==> config.mk <==
export PLATFORM = sky130hd
export DESIGN_NAME = pipeline_ctrl_seq
export DESIGN_NICKNAME = d
export VERILOG_FILES = /design/src/rtl/arm_pipe_pkg.sv /design/src/rtl/pipe_hazard_unit.sv /design/src/rtl/pipeline_ctrl_seq.sv
export SDC_FILE = /design/constraint.sdc
export NUM_CORES = 1
export LEC_CHECK = 0
export ABC_AREA = 1
export BUFFER_PORTS_ARGS = -buffer_cell sky130_fd_sc_hd__buf_2
export CORE_UTILIZATION = 52
export CTS_BUF_LIST = sky130_fd_sc_hd__clkbuf_8 sky130_fd_sc_hd__clkbuf_16
export DETAILED_ROUTE_END_ITERATION = 6
export PLACE_DENSITY = 0.85
export SYNTH_ARGS = -nofsm -noshare
export SYNTH_HDL_FRONTEND = slang
export SYNTH_HIERARCHICAL = 1
export SYNTH_SLANG_ARGS = --single-unit
==> constraint.sdc <==
create_clock -name clk -period 4.5 [get_ports clk]
set_clock_uncertainty 0.1 [all_clocks]
set_input_delay 0.45 -clock clk [delete_from_list [all_inputs] [get_ports clk]]
set_output_delay 0.45 -clock clk [all_outputs]
set_load 0.01 [all_outputs]
==> src/rtl/arm_pipe_pkg.sv <==
// Shared encodings for the ARM pipeline control path: forwarding selects,
// special register indices, EX control-bundle bit positions and the stall FSM states.
package arm_pipe_pkg;

  localparam logic [1:0] FWD_RF  = 2'b00;
  localparam logic [1:0] FWD_EX  = 2'b01;
  localparam logic [1:0] FWD_MEM = 2'b10;
  localparam logic [1:0] FWD_WB  = 2'b11;

  localparam int unsigned REG_LR = 14;
  localparam int unsigned REG_PC = 15;

  // EX bundle layout {opcode,s_en,load,rf_en,size,rw,mem_en,b,bl}, bl at bit 0
  localparam int unsigned CTRL_BL     = 0;
  localparam int unsigned CTRL_B      = 1;
  localparam int unsigned CTRL_MEM_EN = 2;
  localparam int unsigned CTRL_RW     = 3;
  localparam int unsigned CTRL_SIZE   = 4;
  localparam int unsigned CTRL_RF_EN  = 5;
  localparam int unsigned CTRL_LOAD   = 6;
  localparam int unsigned CTRL_S_EN   = 7;
  localparam int unsigned CTRL_OP_LSB = 8;

  typedef enum logic {
    ST_RUN   = 1'b0,
    ST_STALL = 1'b1
  } stall_st_e;

endpackage

==> src/rtl/pipe_hazard_unit.sv <==
// Combinational load-use detection and ID operand forwarding selects.
// Zero latency; rf_en inputs must already reflect condition squash.
module pipe_hazard_unit
  import arm_pipe_pkg::*;
#(
  parameter int RW = 4
) (
  input  logic          ex_valid,
  input  logic          ex_load,
  input  logic          ex_rf_en,
  input  logic [RW-1:0] ex_rd,
  input  logic          mem_rf_en,
  input  logic [RW-1:0] mem_rd,
  input  logic          wb_rf_en,
  input  logic [RW-1:0] wb_rd,
  input  logic [RW-1:0] id_rn,
  input  logic [RW-1:0] id_rm,
  input  logic          id_use_rn,
  input  logic          id_use_rm,
  output logic          load_use,
  output logic [1:0]    fwd_a,
  output logic [1:0]    fwd_b
);

  // A load in EX never forwards: its data only exists from MEM onwards.
  function automatic logic [1:0] pick(input logic [RW-1:0] src);
    if (src == RW'(REG_PC))                                  return FWD_RF;
    if (ex_valid && ex_rf_en && !ex_load && (ex_rd == src))  return FWD_EX;
    if (mem_rf_en && (mem_rd == src))                        return FWD_MEM;
    if (wb_rf_en && (wb_rd == src))                          return FWD_WB;
    return FWD_RF;
  endfunction

  assign load_use = ex_valid & ex_load & ex_rf_en &
                    ((id_use_rn & (id_rn == ex_rd)) | (id_use_rm & (id_rm == ex_rd)));

  always_comb begin
    fwd_a = pick(id_rn);
    fwd_b = pick(id_rm);
  end

endmodule

==> src/rtl/pipeline_ctrl_seq.sv <==
// Carries decoded control through ID/EX/MEM/WB with load-use stall, branch flush,
// condition squash and forwarding selects. PIPE_PERF_CNT_EN adds stall/flush/squash counters.
module pipeline_ctrl_seq
  import arm_pipe_pkg::*;
#(
  parameter int RW = 4,
  parameter int CW = 4
) (
  input  logic          clk,
  input  logic          reset,
  input  logic          id_valid,
  input  logic [CW-1:0] id_opcode,
  input  logic          id_s_en,
  input  logic          id_load,
  input  logic          id_rf_en,
  input  logic          id_size,
  input  logic          id_rw,
  input  logic          id_mem_en,
  input  logic          id_b,
  input  logic          id_bl,
  input  logic [RW-1:0] id_rd,
  input  logic [RW-1:0] id_rn,
  input  logic [RW-1:0] id_rm,
  input  logic          id_use_rn,
  input  logic          id_use_rm,
  input  logic          ex_cond_pass,
  output logic          pc_le,
  output logic          ifid_le,
  output logic          ifid_clr,
  output logic [CW+7:0] ex_ctrl,
  output logic          mem_load,
  output logic          mem_rf_en,
  output logic          mem_size,
  output logic          mem_rw,
  output logic          mem_en,
  output logic [RW-1:0] mem_rd,
  output logic          wb_rf_en,
  output logic [RW-1:0] wb_rd,
  output logic [1:0]    fwd_a,
  output logic [1:0]    fwd_b,
  output logic          branch_taken
`ifdef PIPE_PERF_CNT_EN
  ,
  output logic [31:0]   stall_cnt,
  output logic [31:0]   flush_cnt,
  output logic [31:0]   squash_cnt
`endif
);

  stall_st_e     state_q;
  logic          ex_valid_q, ex_valid_d;
  logic [CW+7:0] ex_ctrl_q, ex_ctrl_d;
  logic [RW-1:0] ex_rd_q, ex_rd_d;
  logic          mem_load_q, mem_rf_en_q, mem_size_q, mem_rw_q, mem_en_q;
  logic [RW-1:0] mem_rd_q;
  logic          wb_rf_en_q;
  logic [RW-1:0] wb_rd_q;

  logic          squash, load_use, stall, bubble;
  logic [CW+7:0] ex_gated;

  assign squash = ex_valid_q & ~ex_cond_pass;

  always_comb begin
    ex_gated = ex_ctrl_q;
    if (squash) begin
      ex_gated[CTRL_RF_EN]  = 1'b0;
      ex_gated[CTRL_MEM_EN] = 1'b0;
      ex_gated[CTRL_RW]     = 1'b0;
      ex_gated[CTRL_S_EN]   = 1'b0;
      ex_gated[CTRL_B]      = 1'b0;
      ex_gated[CTRL_BL]     = 1'b0;
    end
  end

  assign branch_taken = ex_valid_q & ex_cond_pass & (ex_ctrl_q[CTRL_B] | ex_ctrl_q[CTRL_BL]);

  pipe_hazard_unit #(.RW(RW)) u_hazard (
    .ex_valid  (ex_valid_q),
    .ex_load   (ex_gated[CTRL_LOAD]),
    .ex_rf_en  (ex_gated[CTRL_RF_EN]),
    .ex_rd     (ex_rd_q),
    .mem_rf_en (mem_rf_en_q),
    .mem_rd    (mem_rd_q),
    .wb_rf_en  (wb_rf_en_q),
    .wb_rd     (wb_rd_q),
    .id_rn     (id_rn),
    .id_rm     (id_rm),
    .id_use_rn (id_use_rn),
    .id_use_rm (id_use_rm),
    .load_use  (load_use),
    .fwd_a     (fwd_a),
    .fwd_b     (fwd_b)
  );

  // Branch beats load-use: the dependent instruction is being flushed anyway.
  assign stall    = (state_q == ST_RUN) & load_use & ~branch_taken;
  assign bubble   = stall | branch_taken | ~id_valid;
  assign pc_le    = ~stall;
  assign ifid_le  = ~stall;
  assign ifid_clr = branch_taken;

  always_comb begin
    ex_ctrl_d  = '0;
    ex_rd_d    = '0;
    ex_valid_d = ~bubble;
    if (!bubble) begin
      ex_ctrl_d[CTRL_OP_LSB +: CW] = id_opcode;
      ex_ctrl_d[CTRL_S_EN]         = id_s_en;
      ex_ctrl_d[CTRL_LOAD]         = id_load;
      ex_ctrl_d[CTRL_RF_EN]        = id_rf_en | id_bl;
      ex_ctrl_d[CTRL_SIZE]         = id_size;
      ex_ctrl_d[CTRL_RW]           = id_rw;
      ex_ctrl_d[CTRL_MEM_EN]       = id_mem_en;
      ex_ctrl_d[CTRL_B]            = id_b;
      ex_ctrl_d[CTRL_BL]           = id_bl;
      ex_rd_d                      = id_bl ? RW'(REG_LR) : id_rd;
    end
  end

  always_ff @(posedge clk or posedge reset) begin
    if (reset) begin
      ex_valid_q  <= 1'b0;
      ex_ctrl_q   <= '0;
      ex_rd_q     <= '0;
      mem_load_q  <= 1'b0;
      mem_rf_en_q <= 1'b0;
      mem_size_q  <= 1'b0;
      mem_rw_q    <= 1'b0;
      mem_en_q    <= 1'b0;
      mem_rd_q    <= '0;
      wb_rf_en_q  <= 1'b0;
      wb_rd_q     <= '0;
    end else begin
      ex_valid_q  <= ex_valid_d;
      ex_ctrl_q   <= ex_ctrl_d;
      ex_rd_q     <= ex_rd_d;
      mem_load_q  <= ex_gated[CTRL_LOAD];
      mem_rf_en_q <= ex_gated[CTRL_RF_EN];
      mem_size_q  <= ex_gated[CTRL_SIZE];
      mem_rw_q    <= ex_gated[CTRL_RW];
      mem_en_q    <= ex_gated[CTRL_MEM_EN];
      mem_rd_q    <= ex_rd_q;
      wb_rf_en_q  <= mem_rf_en_q;
      wb_rd_q     <= mem_rd_q;
    end
  end

  always_ff @(posedge clk or posedge reset) begin
    if (reset) begin
      state_q <= ST_RUN;
    end else begin
      case (state_q)
        ST_RUN:   state_q <= stall ? ST_STALL : ST_RUN;
        ST_STALL: state_q <= ST_RUN;
        default:  state_q <= ST_RUN;
      endcase
    end
  end

  assign ex_ctrl   = ex_gated;
  assign mem_load  = mem_load_q;
  assign mem_rf_en = mem_rf_en_q;
  assign mem_size  = mem_size_q;
  assign mem_rw    = mem_rw_q;
  assign mem_en    = mem_en_q;
  assign mem_rd    = mem_rd_q;
  assign wb_rf_en  = wb_rf_en_q;
  assign wb_rd     = wb_rd_q;

`ifdef PIPE_PERF_CNT_EN
  logic [31:0] stall_cnt_q, flush_cnt_q, squash_cnt_q;

  always_ff @(posedge clk or posedge reset) begin
    if (reset) begin
      stall_cnt_q  <= '0;
      flush_cnt_q  <= '0;
      squash_cnt_q <= '0;
    end else begin
      if (stall)        stall_cnt_q  <= stall_cnt_q + 32'd1;
      if (branch_taken) flush_cnt_q  <= flush_cnt_q + 32'd1;
      if (squash)       squash_cnt_q <= squash_cnt_q + 32'd1;
    end
  end

  assign stall_cnt  = stall_cnt_q;
  assign flush_cnt  = flush_cnt_q;
  assign squash_cnt = squash_cnt_q;
`endif

endmodule
==> results of run 1 <==
-- path summary, 6_finish.rpt --
check	cells after the start	startpoint	end	slack, ns
min	3	reset	ex_ctrl_q[10]$_DFF_PP0_	0.14
min in group clk	0	ex_ctrl_q[4]$_DFF_PP0_	mem_size$_DFF_PP0_	0.27
min reg2reg	0	ex_ctrl_q[4]$_DFF_PP0_	mem_size$_DFF_PP0_	0.27
max	6	ex_rd_q[0]$_DFF_PP0_	ifid_le	2.15
max reg2reg	7	ex_rd_q[0]$_DFF_PP0_	ex_ctrl_q[1]$_DFF_PP0_	2.69
max in group asynchronous	3	reset	mem_rd[2]$_DFF_PP0_	3.88
-- cell usage after synthesis --
master and count:
o211ai_1 1, or2_2 2, o21ai_0 3, nand2_1 31, a21oi_4 1, xnor2_1 2, dfrtp_1 32, nand4_1 2
o21ai_1 3, nor2_4 2, nand2_2 1, nand3_2 1, buf_12 1, a21oi_2 3, inv_1 42, xor2_1 8
a21oi_1 2, buf_4 8, nor2_2 7, nand2_4 1, inv_2 3, nand3_1 10, nor2_1 33
-- tightest hold or removal path, cell delays in order --
cell and delay [ns]:
buf_2 0.09, inv_1 0.04, buf_4 0.34
-- cell type report --
type / instances / area share [%]
Sequential cell: 32 / 39.9
Tap cell: 42 / 2.62
Multi-Input combinational cell: 113 / 29.2
Timing Repair Buffer: 64 / 16.1
Clock inverter: 2 / 0.436
Inverter: 45 / 8.41
Clock buffer: 5 / 3.42
-- routing by layer --
metal	up-vias	GRT usage, %	share of wire (%)
li1	697	-	-
met1	627	26.4	44
met2	61	36.1	47
met3	8	4.91	7.1
met4	0	8.16	2.0
met5	-	0	0
-- sequential cells by signal, indices dropped and copies added, names as in the netlist --
signal and count:
ex_valid_q 1, mem_en 1, mem_load 1, wb_rd 4, mem_rd 4, wb_rf_en 1
mem_size 1, ex_rd_q 4, mem_rf_en 1, state_q 1, ex_ctrl_q 12, mem_rw 1
-- report_power, final --
group | internal (mW) | leakage [nW] | switching (mW) | total (mW)
combinational | 0.0428 | 0.758 | 0.0650 | 0.108
sequential | 0.305 | 0.412 | 0.0124 | 0.318
clock | 0.102 | 0.0452 | 0.0909 | 0.193
-- stage by stage --
| stage | cells | hold slack (ns) | worst slack (ns) | total power, mW |
|---|---|---|---|---|
| 5_1_grt | 303 | 0.181 | 1.98 | 0.653 |
| 3_5_place_dp | 296 | 0.263 | 2.27 | 0.431 |
| 6_report | 303 | 0.140 | 2.15 | 0.619 |
| 2_1_floorplan | 199 | 0.255 | 2.40 | 0.391 |
| 3_3_place_gp | 296 | 0.261 | 2.30 | 0.428 |
| 4_1_cts | 303 | 0.160 | 2.14 | 0.625 |
-- layout by cell type, fill, tap and decap left out, drive strengths merged --
cell type	count
a21oi	6
buf	64
clkbuf	5
clkinv	1
dfrtp	32
inv	46
nand2	33
nand3	11
nand4	2
nor2	42
o211ai	1
o21ai	6
or2	2
xnor2	2
xor2	8
-- kinds of logic (layout without fill, tap and decap cells) --
| group | Yosys count | after routing | share of synthesized area [%] |
|---|---|---|---|
| AND/OR/NAND/NOR | 90 | 90 | 25.0 |
| buffers and inverters | 54 | 116 | 15.2 |
| flip-flops | 32 | 32 | 48.9 |
| AO/OA/AOI/OAI | 13 | 13 | 5.50 |
| XOR/XNOR | 10 | 10 | 5.35 |
==> results.md, run 1 <==
- The number of hold buffers added after CTS is 0.
- For this configuration, the core starts out at a cell density of 56.9%.
- Counting the buffers created by CTS gives 5.
- The count of pins on the block boundary is 64.
- The detail route stage leaves a number of antenna-violating nets equal to 0.
- The startpoint class of the critical path is a flip-flop.
- The routed wire length is 3260 um.
- The top-area cell type share of the netlist area is 48.9%.
- For this block, the initial DRC count from the detailed router was 82.
- The slowest stage of the critical path belongs to the cell dfrtp_1.
- Entering global routing, the biggest net connects 33 pins.
- The detailed-routing iteration count for the pre-antenna-repair pass is 4.
- The placer congestion estimate is 0.808.
- The final period utilization is 52.1%.
- The critical path is of the reg -> out type.
- In this design, the critical path's most frequently occurring cell is nand3_1.
- The first-pass GRT wire length is 5370 um.
- The clock sink count is 32.
- The final core utilization is 69.9%.
- After filler insertion, the fill cell instance count of the layout stands at 253.
- The highest clock rate is 426 MHz.
- Across all layers, the routed design uses 1393 vias.
- The die covers 3380 sq um.
- TritonCTS built the clock tree.
- The top cell type by total area after synthesis is dfrtp_1.
- The power density relative to cell area is 308 nW/um^2.
- For the worst setup path, the data arrival time is 1.80 ns.
- The worst-case headroom to the max-slew limit is 73.9%.
- Clock-pin slew was measured on the worst setup and hold paths at 0.06 ns.
- The setup violation total in the final timing report is 0.
- Setup repair after global routing left no endpoint under its margin.
- The critical path goes through xor2_1, nor2_1, nand3_1, a21oi_1, nand3_1, buf_2.
- The CTS H-tree depth is 2.
- The run finished with clean final reports.
- The sum of buffers and inverters on the critical path is 1.
- The leakage power total is 1.21 nW.
- The total count of hold-check failures in the final report is 0.
- The netlist area before placement is 1640 sq um.
- The die is 58.1 um tall.
- The clock passes through at most 2 buffers.
- The clock period minus final worst setup slack is 2.35 ns.
- For this run, the post-layout net count is 291.
- Data on the critical path is required at its endpoint by 3.95 ns.
- For this run, the total global-route usage over all layers was measured as 21.3%.
- In this run the standard cell core region covers 2880 sq um.
- The post-route netlist has 34.9% of its cells at a drive strength greater than 1.
- The actual transition at the worst max-transition pin is 0.390 ns.
- The master cell of the clock root buffer is clkbuf_8.
- The number of design rule violations left after detail routing is 0.
- The remaining global-route overflow is 0.
- Synthesis produced 199 cells.
- Sequential cells were found to cover 48.9% of the synthesized design area.
- The final design instance area without fill is 2010 sq um.
- STA classifies the critical path endpoint as an output port.
- The number of input and output port buffers inserted is 63.
- The class of the tightest hold or removal check is in -> async.
- The number of warning messages in the yosys log is 6.
- The buffer count from post-CTS setup fixing is 0.
- The later pin in the worst-skew pair is clocked with a latency of 0.27 ns.
- The largest single stage delay on the critical path is 0.41 ns.
- The antenna diode count is 0.
- The number of antenna violations at the first check in global routing is 0.
- Compared with the post-synthesis result, the final layout area differs by 22.8%.
- The highest fanout seen on the critical path is 3.
- After detailed placement, the total cell area comes to 1930 sq um.
- The routed wirelength normalized by instance count is 10.7 um.
- The cell class contributing the biggest share of worst-path delay is simple AND/OR/NAND/NOR gates.
- Sorting the synthesized cells by area gives the leading types as dfrtp_1 49%, inv_1 9.6%, nor2_1 7.6%.
- The number of register bits inferred by synthesis is 32.
- The average size of a mapped cell is 8.22 sq um.
- The count of different cell masters after synthesis is 23.
- Summing all multi-input logic gate instances after layout gives 587 sq um.
- Across the VDD grid, the largest voltage drop is 0.196 mV.
- The total of max-cap violations is 0.
- The number of global-route vias before repair is 1256.
- The post-cts sizing count is 0.
- The final count of pins violating max slew is 0.
- Detailed placement ended at an HPWL of 2540 um.
- Measured along the x axis, the die boundary spans 58.1 um.
- The detailed-route vias per instance is 4.60.
- The sequential cell area in the final layout is 801 sq um.
- The floorplan has 19 rows.
- In the final timing run, aggregate negative setup slack is 0 ns.
- Counting every net in the synthesized netlist gives 229.
Note: power is estimated with default switching activity, not from simulation.
==> inputs of run 2 (changes only) <==
CORE_UTILIZATION = 48   (was 52)
PLACE_DENSITY = 0.79   (was 0.85)
clock period = 2.3 ns   (was 4.5 ns; I/O delays follow)
==> run 2 against run 1 <==
Effect of this change:
- hold slack worse by 0.14 ns
- final cell count is 1.3% higher
- register-to-register slack got worse by 2.1 ns
- combinational power up 99%
- non-clock buffer count is 1 higher
- critical path depth grew 2
- critical path type unchanged
- power rose by 120%
- flip-flop and latch count did not move
- first-iteration DRC count is 37% lower
- worst setup slack worse by 1.9 ns
- clock power grew to 2.7 times the previous value
- sequential share of layout area shrank 0.85 points
==> results.md, run 2 (same netlist as run 1, synthesis figures left out) <==
- The run finished with clean final reports.
- The leakage power total is 1.23 nW (+1.6%).
- The clock period minus final worst setup slack is 2.04 ns.
- The number of DRC markers after the initial detailed-route iteration was 52 (-37%).
- The detailed-route via count was 1388 (-0.36%).
- The master cell of the clock root buffer is clkbuf_8.
- The number of design rule violations left after detail routing came to 0 (unchanged).
- The post-detailed-placement half-perimeter wirelength is 2650 um (+4.4%).
- The setup violation total in the final timing report is 0 (unchanged).
- The flip-flop count of the largest register, all copies and words added is 12 (unchanged).
- The switching portion of total power was 26.4% (-0.76 points).
- The later-pin clock latency in the skew report came to 0.28 ns (about the same).
- For this design, the slowest cell found on the critical path is dfrtp_1.
- The minimum setup slack among reg-to-reg paths is 0.56 ns (-2.13 ns).
- The CTS H-tree depth came to 2 (unchanged).
- The final antenna-violating net count came to 0 (unchanged).
- The highest cell delay on the worst timing path is 0.41 ns (about the same).
- For this run, the top clock speed supported by timing is 490 MHz.
- The routed wirelength normalized by instance count is 11.6 um (+8.1%).
- The largest net degree at the start of global routing is 24 (-27%).
- The clock sink count is 32 (unchanged).
- The initial core utilization came to 51.9% (-5.0 points).
- The number of nets in the final layout is 292 (+0.34%).
- Grouping stages by cell kind, the critical path spends the most delay in simple AND/OR/NAND/NOR gates.
- The actual transition at the worst max-transition pin came to 0.828 ns (+0.438 ns).
- The internal power contribution came to 998 uW (+120%).
- The startpoint of the worst setup timing path is ex_valid_q$_DFF_PP0_.
- The sum of buffers and inverters on the critical path is 2 (+1).
- The final period utilization is 88.7%.
- The area growth from synthesis to layout is 25.5%.
- The clock input transition at the sequential cells of the worst setup and hold paths was 0.07 ns (about the same).
- The final cell count without fillers is 307 (+1.3%).
- The detailed-routing iteration count for the pre-antenna-repair pass came to 4 (unchanged).
- Setup repair after global routing left no endpoint under its margin.
- The logic gate share of total power is 15.8% (-1.6 points).
- The first-pass GRT wire length is 5580 um (+4.0%).
- The worst setup path is captured at an output port.
- The antenna diode count came to 0 (unchanged).
- The arrival time reported for the critical path endpoint is 1.71 ns (-0.09 ns).
- The total of max-cap violations is 0 (unchanged).
- The number of input and output port buffers inserted is 63 (unchanged).
- The power spent charging and discharging nets is 359 uW (+110%).
- The critical path goes through inv_1, nor2_1, nor2_1, nand2_1, nor2_1, nand3_1, a21oi_2, buf_2.
- The critical path is of the reg -> out type.
- The total count of hold-check failures in the final report was 0 (unchanged).
- The detailed-route vias per instance is 4.52 (-1.7%).
- The placer congestion estimate is 0.797 (-1.4%).
- The clock share of power is 38.4% (+7.2 points).
- The highest fanout seen on the critical path was 6 (+3).
- The overall die height came to 60.4 um (+3.9%).
- The total global routing track utilization was 21.8% (+0.51 points).
- The die extent in x is 60.4 um (+3.9%).
- The number of global-route vias before repair is 1315 (+4.7%).
- The number of buffers added by the clock tree synthesis step is 5 (unchanged).
- The total die area is 3650 sq um (+8.0%).
- The register bank with the most flops is ex_ctrl_q.
- The number of cells after detailed placement came to 299 (+1.0%).
- TritonCTS built the clock tree.
- The count of pins on the block boundary is 64 (unchanged).
- The maximum count of clock buffers along a single path was 2 (unchanged).
- The worst-case headroom to the max-slew limit is 44.7% (-29 points).
- The sequential power share is 45.8% (-5.6 points).
- The most common cell after layout, fill and taps aside is buf_2.
- The beginning of the worst register-to-register path is ex_valid_q$_DFF_PP0_.
- The remaining global-route overflow is 0 (unchanged).
- In this design, the critical path's most frequently occurring cell is nor2_1.
- The number of rows in the core area is 20 (+1).
- The class of the tightest hold or removal check is in -> async.
- The required time at the endpoint of the critical path is 1.97 ns (-1.98 ns).
- Leaving out fill and tap cells, the most frequent cells in the layout are 63 x buf_2, 43 x inv_1, 33 x nor2_1.
- The power density relative to cell area came to 661 nW/um^2 (+110%).
- The final-layout setup total negative slack is 0 ns (unchanged).
- The standard cell core area is 3150 sq um (+9.6%).
- The number of antenna violations at the first check in global routing is 0 (unchanged).
- The power after layout was 1.36 mW (+120%).
- The fraction of final layout cells sized beyond drive strength 1 came to 35.7% (+0.88 points).
- The routed wire length is 3570 um (+9.5%).
- The largest vdd supply drop is 0.474 mV (+140%).
- STA classifies the critical path startpoint as a flip-flop.
- The final count of pins violating max slew is 0 (unchanged).
==> run 2: timing repair <==
action                                  4_1_cts  5_1_grt
resized for setup                             0        1
endpoints found under the setup margin        0        2
setup buffers                                 0        0
hold buffers                                  0        0
==> run 2: worst paths after layout <==
path | endpoint | cells past startpoint
setup reg to reg | ex_rd_q[3]$_DFF_PP0_ | 8
max in group asynchronous | ex_rd_q[1]$_DFF_PP0_ | 3
hold / removal | mem_size$_DFF_PP0_ | 2
min in group clk | ex_ctrl_q[11]$_DFF_PP0_ | 3
setup / recovery | fwd_a[0] | 8
hold reg to reg | mem_size$_DFF_PP0_ | 0
==> run 2: cell type report <==
class                      count  area, sq um
clock inverter                 3         38.8
multi-input combinational    113          591
fill                         306         1100
timing repair buffer          65          330
tap                           44         55.1
inverter                      45          169
sequential                    32          801
clock buffer                   5         68.8
==> run 2: metal layers <==
| metal | wire (um) | GRT usage (%) | vias up | part of all wire [%] |
|---|---|---|---|---|
| li1 | - | - | 699 | - |
| met1 | 1480 | 25.0 | 632 | 41 |
| met2 | 1840 | 38.6 | 55 | 52 |
| met3 | 236 | 6.61 | 2 | 6.6 |
| met4 | 10 | 6.98 | 0 | 0.28 |
| met5 | 0 | 0 | - | 0 |
==> run 2: power by group through the flow <==
stage                     Combinational [mW]  Clock [mW]  Sequential, mW
after global routing                   0.241       0.550           0.625
after floorplan                        0.130           0           0.635
after detailed placement               0.214           0           0.631
after CTS                              0.215       0.524           0.621
final                                  0.215       0.521           0.621
after global placement                 0.209           0           0.629
==> run 2: worst reg2reg max path, cell delays in order, from the launching register on <==
cell and delay (ns):
dfrtp_1 0.40, inv_1 0.05, nor2_1 0.29, nor2_1 0.13, nand3_1 0.12, a21oi_2 0.07
a21oi_4 0.17, nand2_4 0.18, nor2_1 0.16
==> run 2: through the flow <==
stage / util, % / setup WS (ns) / area [sq um] / hold WS (ns)
global route: 65.1 / 0.0555 / 2050 / 0.0608
finish: 65.1 / 0.260 / 2050 / 0.00305
floorplan: - / 0.438 / 1640 / 0.236
CTS: 65.0 / 0.136 / 2050 / 0.0356
global placement: 61.6 / 0.502 / 1940 / 0.260
detailed placement: 61.6 / 0.456 / 1940 / 0.257
==> inputs of run 3 (changes only) <==
CELL_PAD_IN_SITES_DETAIL_PLACEMENT = 0   (was default)
CELL_PAD_IN_SITES_GLOBAL_PLACEMENT = 1   (was default)
CORE_UTILIZATION = 34   (was 48)
PLACE_DENSITY = default   (was 0.79)
PLACE_DENSITY_LB_ADDON = 0.1   (was default)
==> run 3 against run 2 <==
Effect of this change:
- the flow now finishes with violations (design-rule violations)
- global-route usage is 6.9 points lower
- sequential share of layout area is 0.28 points lower
- clock-buffer cell count stayed put
- die area is 40% higher
- largest power group unchanged
- highest routed layer unchanged
==> results.md, run 3 (same netlist as run 1, synthesis figures left out) <==
- The largest vdd supply drop came to 0.318 mV (-33%).
- The post-detailed-placement half-perimeter wirelength is 2650 um (-0.18%).
- The number of design rule violations left after detail routing was 4 (+4).
- The leakage power total is 1.23 nW (-0.47%).
- The detailed-route vias per instance is 4.26 (-5.8%).
- The detailed-route via count is 1341 (-3.4%).
- Leaving out fill and tap cells, the most frequent cell in the layout is buf_2.
- The routed wirelength normalized by instance count is 10.8 um (-6.7%).
- The flow ran to the end, but the final reports show violations.
- The clock sink count came to 32 (unchanged).
- The critical path goes through inv_1, nor2_2, nor2_1, nand3_1, a21oi_1, nand3_1, buf_2.
- The number of buffers added by the clock tree synthesis step is 5 (unchanged).
- The first-pass GRT wire length is 5520 um (-1.1%).
- The number of input and output port buffers inserted is 63 (unchanged).
- The routed wire length is 3410 um (-4.3%).
- The initial core utilization came to 36.3% (-16 points).
- The die extent in x is 71.4 um (+18%).
- The CTS H-tree depth is 2 (unchanged).
- The number of rows in the core area came to 24 (+20%).
- The startpoint class of the critical path is a flip-flop.
- The actual transition at the worst max-transition pin is 0.415 ns (-0.413 ns).
- The end of the worst register-to-register path is ex_rd_q[3]$_DFF_PP0_.
- The final count of pins violating max slew is 0 (unchanged).
- The number of global-route vias before repair is 1239 (-5.8%).
- The clock period minus final worst setup slack came to 2.08 ns (+0.0366 ns).
- The fill cell instance count of the final layout is 475 (+55%).
- The placer congestion estimate is 0.845 (+6.1%).
- The highest clock rate was 482 MHz (-1.8%).
- The remaining global-route overflow is 0 (unchanged).
- The worst-case headroom to the max-slew limit is 72.3% (+28 points).
- The checks that failed: design-rule violations.
- The antenna diode count is 0 (unchanged).
- The TritonCTS clock tree is yes.
- The buffer count from post-CTS setup fixing is 0 (unchanged).
- The critical-path cell with the highest stage delay is dfrtp_1.
- The capture endpoint of the worst hold path is ex_ctrl_q[11]$_DFF_PP0_.
- The fraction of final layout cells sized beyond drive strength 1 is 35.7% (unchanged).
- The setup violation total in the final timing report came to 0 (unchanged).
- The number of nets in the final layout is 292 (unchanged).
- The required time at the endpoint of the critical path is 1.97 ns (about the same).
- The final period utilization is 90.3% (+1.6 points).
- The number of antenna violations at the first check in global routing was 0 (unchanged).
- The overall die height came to 71.4 um (+18%).
- The relative area change from synthesis to final layout is 26.4%.
- The cell count of the worst hold path is 3.
- The critical path is of the reg -> out type.
- The critical hold path startpoint is id_opcode[3].
- The detailed-routing iteration count for the pre-antenna-repair pass is 6 (+2).
- The later-pin clock latency in the skew report is 0.28 ns (about the same).
- The highest cell delay on the worst timing path is 0.40 ns (about the same).
- The total global routing track utilization is 14.8% (-6.9 points).
- The standard cell core area is 4500 sq um (+43%).
- In this run the critical register-to-register path is launched from ex_valid_q$_DFF_PP0_.
- The flip-flop count of the largest register, all copies and words added was 12 (unchanged).
- The highest fanout seen on the critical path is 6 (unchanged).
- Counting flops per register, the top entry is ex_ctrl_q.
- The total count of hold-check failures in the final report is 0 (unchanged).
- The final antenna-violating net count is 0 (unchanged).
- The arrival time reported for the critical path endpoint was 1.75 ns (+0.04 ns).
- The worst hold path belongs to the class in -> reg.
- The endpoint class of the critical path is an output port.
- The number of DRC markers after the initial detailed-route iteration came to 36 (-31%).
- The clock input transition at the sequential cells of the worst setup and hold paths is 0.06 ns (about the same).
- The maximum count of clock buffers along a single path is 2 (unchanged).
- The count of pins on the block boundary is 64 (unchanged).
- The cell type with the highest occurrence count on the critical path is nand3_1.
- The total die area was 5100 sq um (+40%).
- The power after layout came to 1.36 mW (+0.53%).
- The master cell of the clock root buffer is clkbuf_8.
- The total of max-cap violations is 0 (unchanged).
- The largest net degree at the start of global routing is 33 (+38%).
- The worst-case reg-to-reg path depth is 8 (unchanged).
- The library cells used most frequently in the layout, excluding fill and tap cells, are 63 x buf_2, 42 x inv_1, 32 x nor2_1, 32 x dfrtp_1, 31 x nand2_1.
- The minimum setup slack among reg-to-reg paths is 0.53 ns (-0.03 ns).
- The final-layout setup total negative slack came to 0 ns (unchanged).
- The power density relative to cell area was 660 nW/um^2 (-0.20%).
- Setup repair after global routing left no endpoint under its margin.
[run 3: cell types whose count changed in the layout (fill, tap and decap cells not counted)]
cell and change:
a21oi_1 +1, a21oi_2 -1, buf_4 -1, clkinvlp_4 +1, dlygate4sd3_1 +1, inv_1 -1, nor2_1 -1, nor2_2 +1
[run 3: how the worst max path moves through the flow]
stage,startpoint,endpoint,slack [ns],cells past startpoint
2_1_floorplan,ex_valid_q$_DFF_PP0_,pc_le,0.44,7
3_3_place_gp,ex_valid_q$_DFF_PP0_,ifid_le,0.47,7
3_5_place_dp,ex_valid_q$_DFF_PP0_,ifid_le,0.46,7
4_1_cts,ex_valid_q$_DFF_PP0_,pc_le,0.14,7
5_1_grt,ex_valid_q$_DFF_PP0_,fwd_a[0],0.05,8
6_report,ex_valid_q$_DFF_PP0_,ifid_le,0.22,7
[run 3: critical path, delay by kind of cell (launching register included)]
family	cells	cell delay (ns)
compound gates	1	0.28
buf+inv	2	0.25
simple gates	4	0.54
flops	1	0.40
[run 3: area by class of cell]
cell class	count	area, sq um	area share, %
Sequential cell	32	801	38.7
Clock buffer	5	68.8	3.33
Inverter	45	169	8.17
Timing Repair Buffer	65	333	16.1
Multi-Input combinational cell	113	589	28.5
Tap cell	52	65.1	3.15
Clock inverter	3	42.5	2.06
[run 3: layer usage]
layer  GRT usage, %  share of wire, %
met5              0                 0
met4           6.44               1.4
met3           5.49               6.0
met2           24.3                47
met1           17.4                45
[run 3: power breakdown]
group          switching, mW  internal (mW)  total [mW]
registers             0.0230          0.597       0.620
clock network          0.213          0.320       0.533
logic                  0.127         0.0850       0.212
[run 3: repair_timing]
item / 4_1_cts / 5_1_grt
setup endpoints to repair: 0 / 1
hold buffers: 1 / 0
resized for setup: 0 / 1
hold endpoints to repair: 32 / 0
[run 3: per-stage QoR]
| step | cells | utilization [%] | instance area [sq um] | hold WS (ns) | setup slack, ns |
|---|---|---|---|---|---|
| 6_report | 315 | 45.9 | 2070 | 0.0454 | 0.223 |
| 5_1_grt | 315 | 45.9 | 2070 | 0.0433 | 0.0496 |
| 2_1_floorplan | 199 | - | 1640 | 0.236 | 0.438 |
| 3_3_place_gp | 306 | 43.2 | 1940 | 0.238 | 0.470 |
| 3_5_place_dp | 306 | 43.2 | 1940 | 0.234 | 0.459 |
| 4_1_cts | 315 | 45.9 | 2070 | 0.0410 | 0.139 |
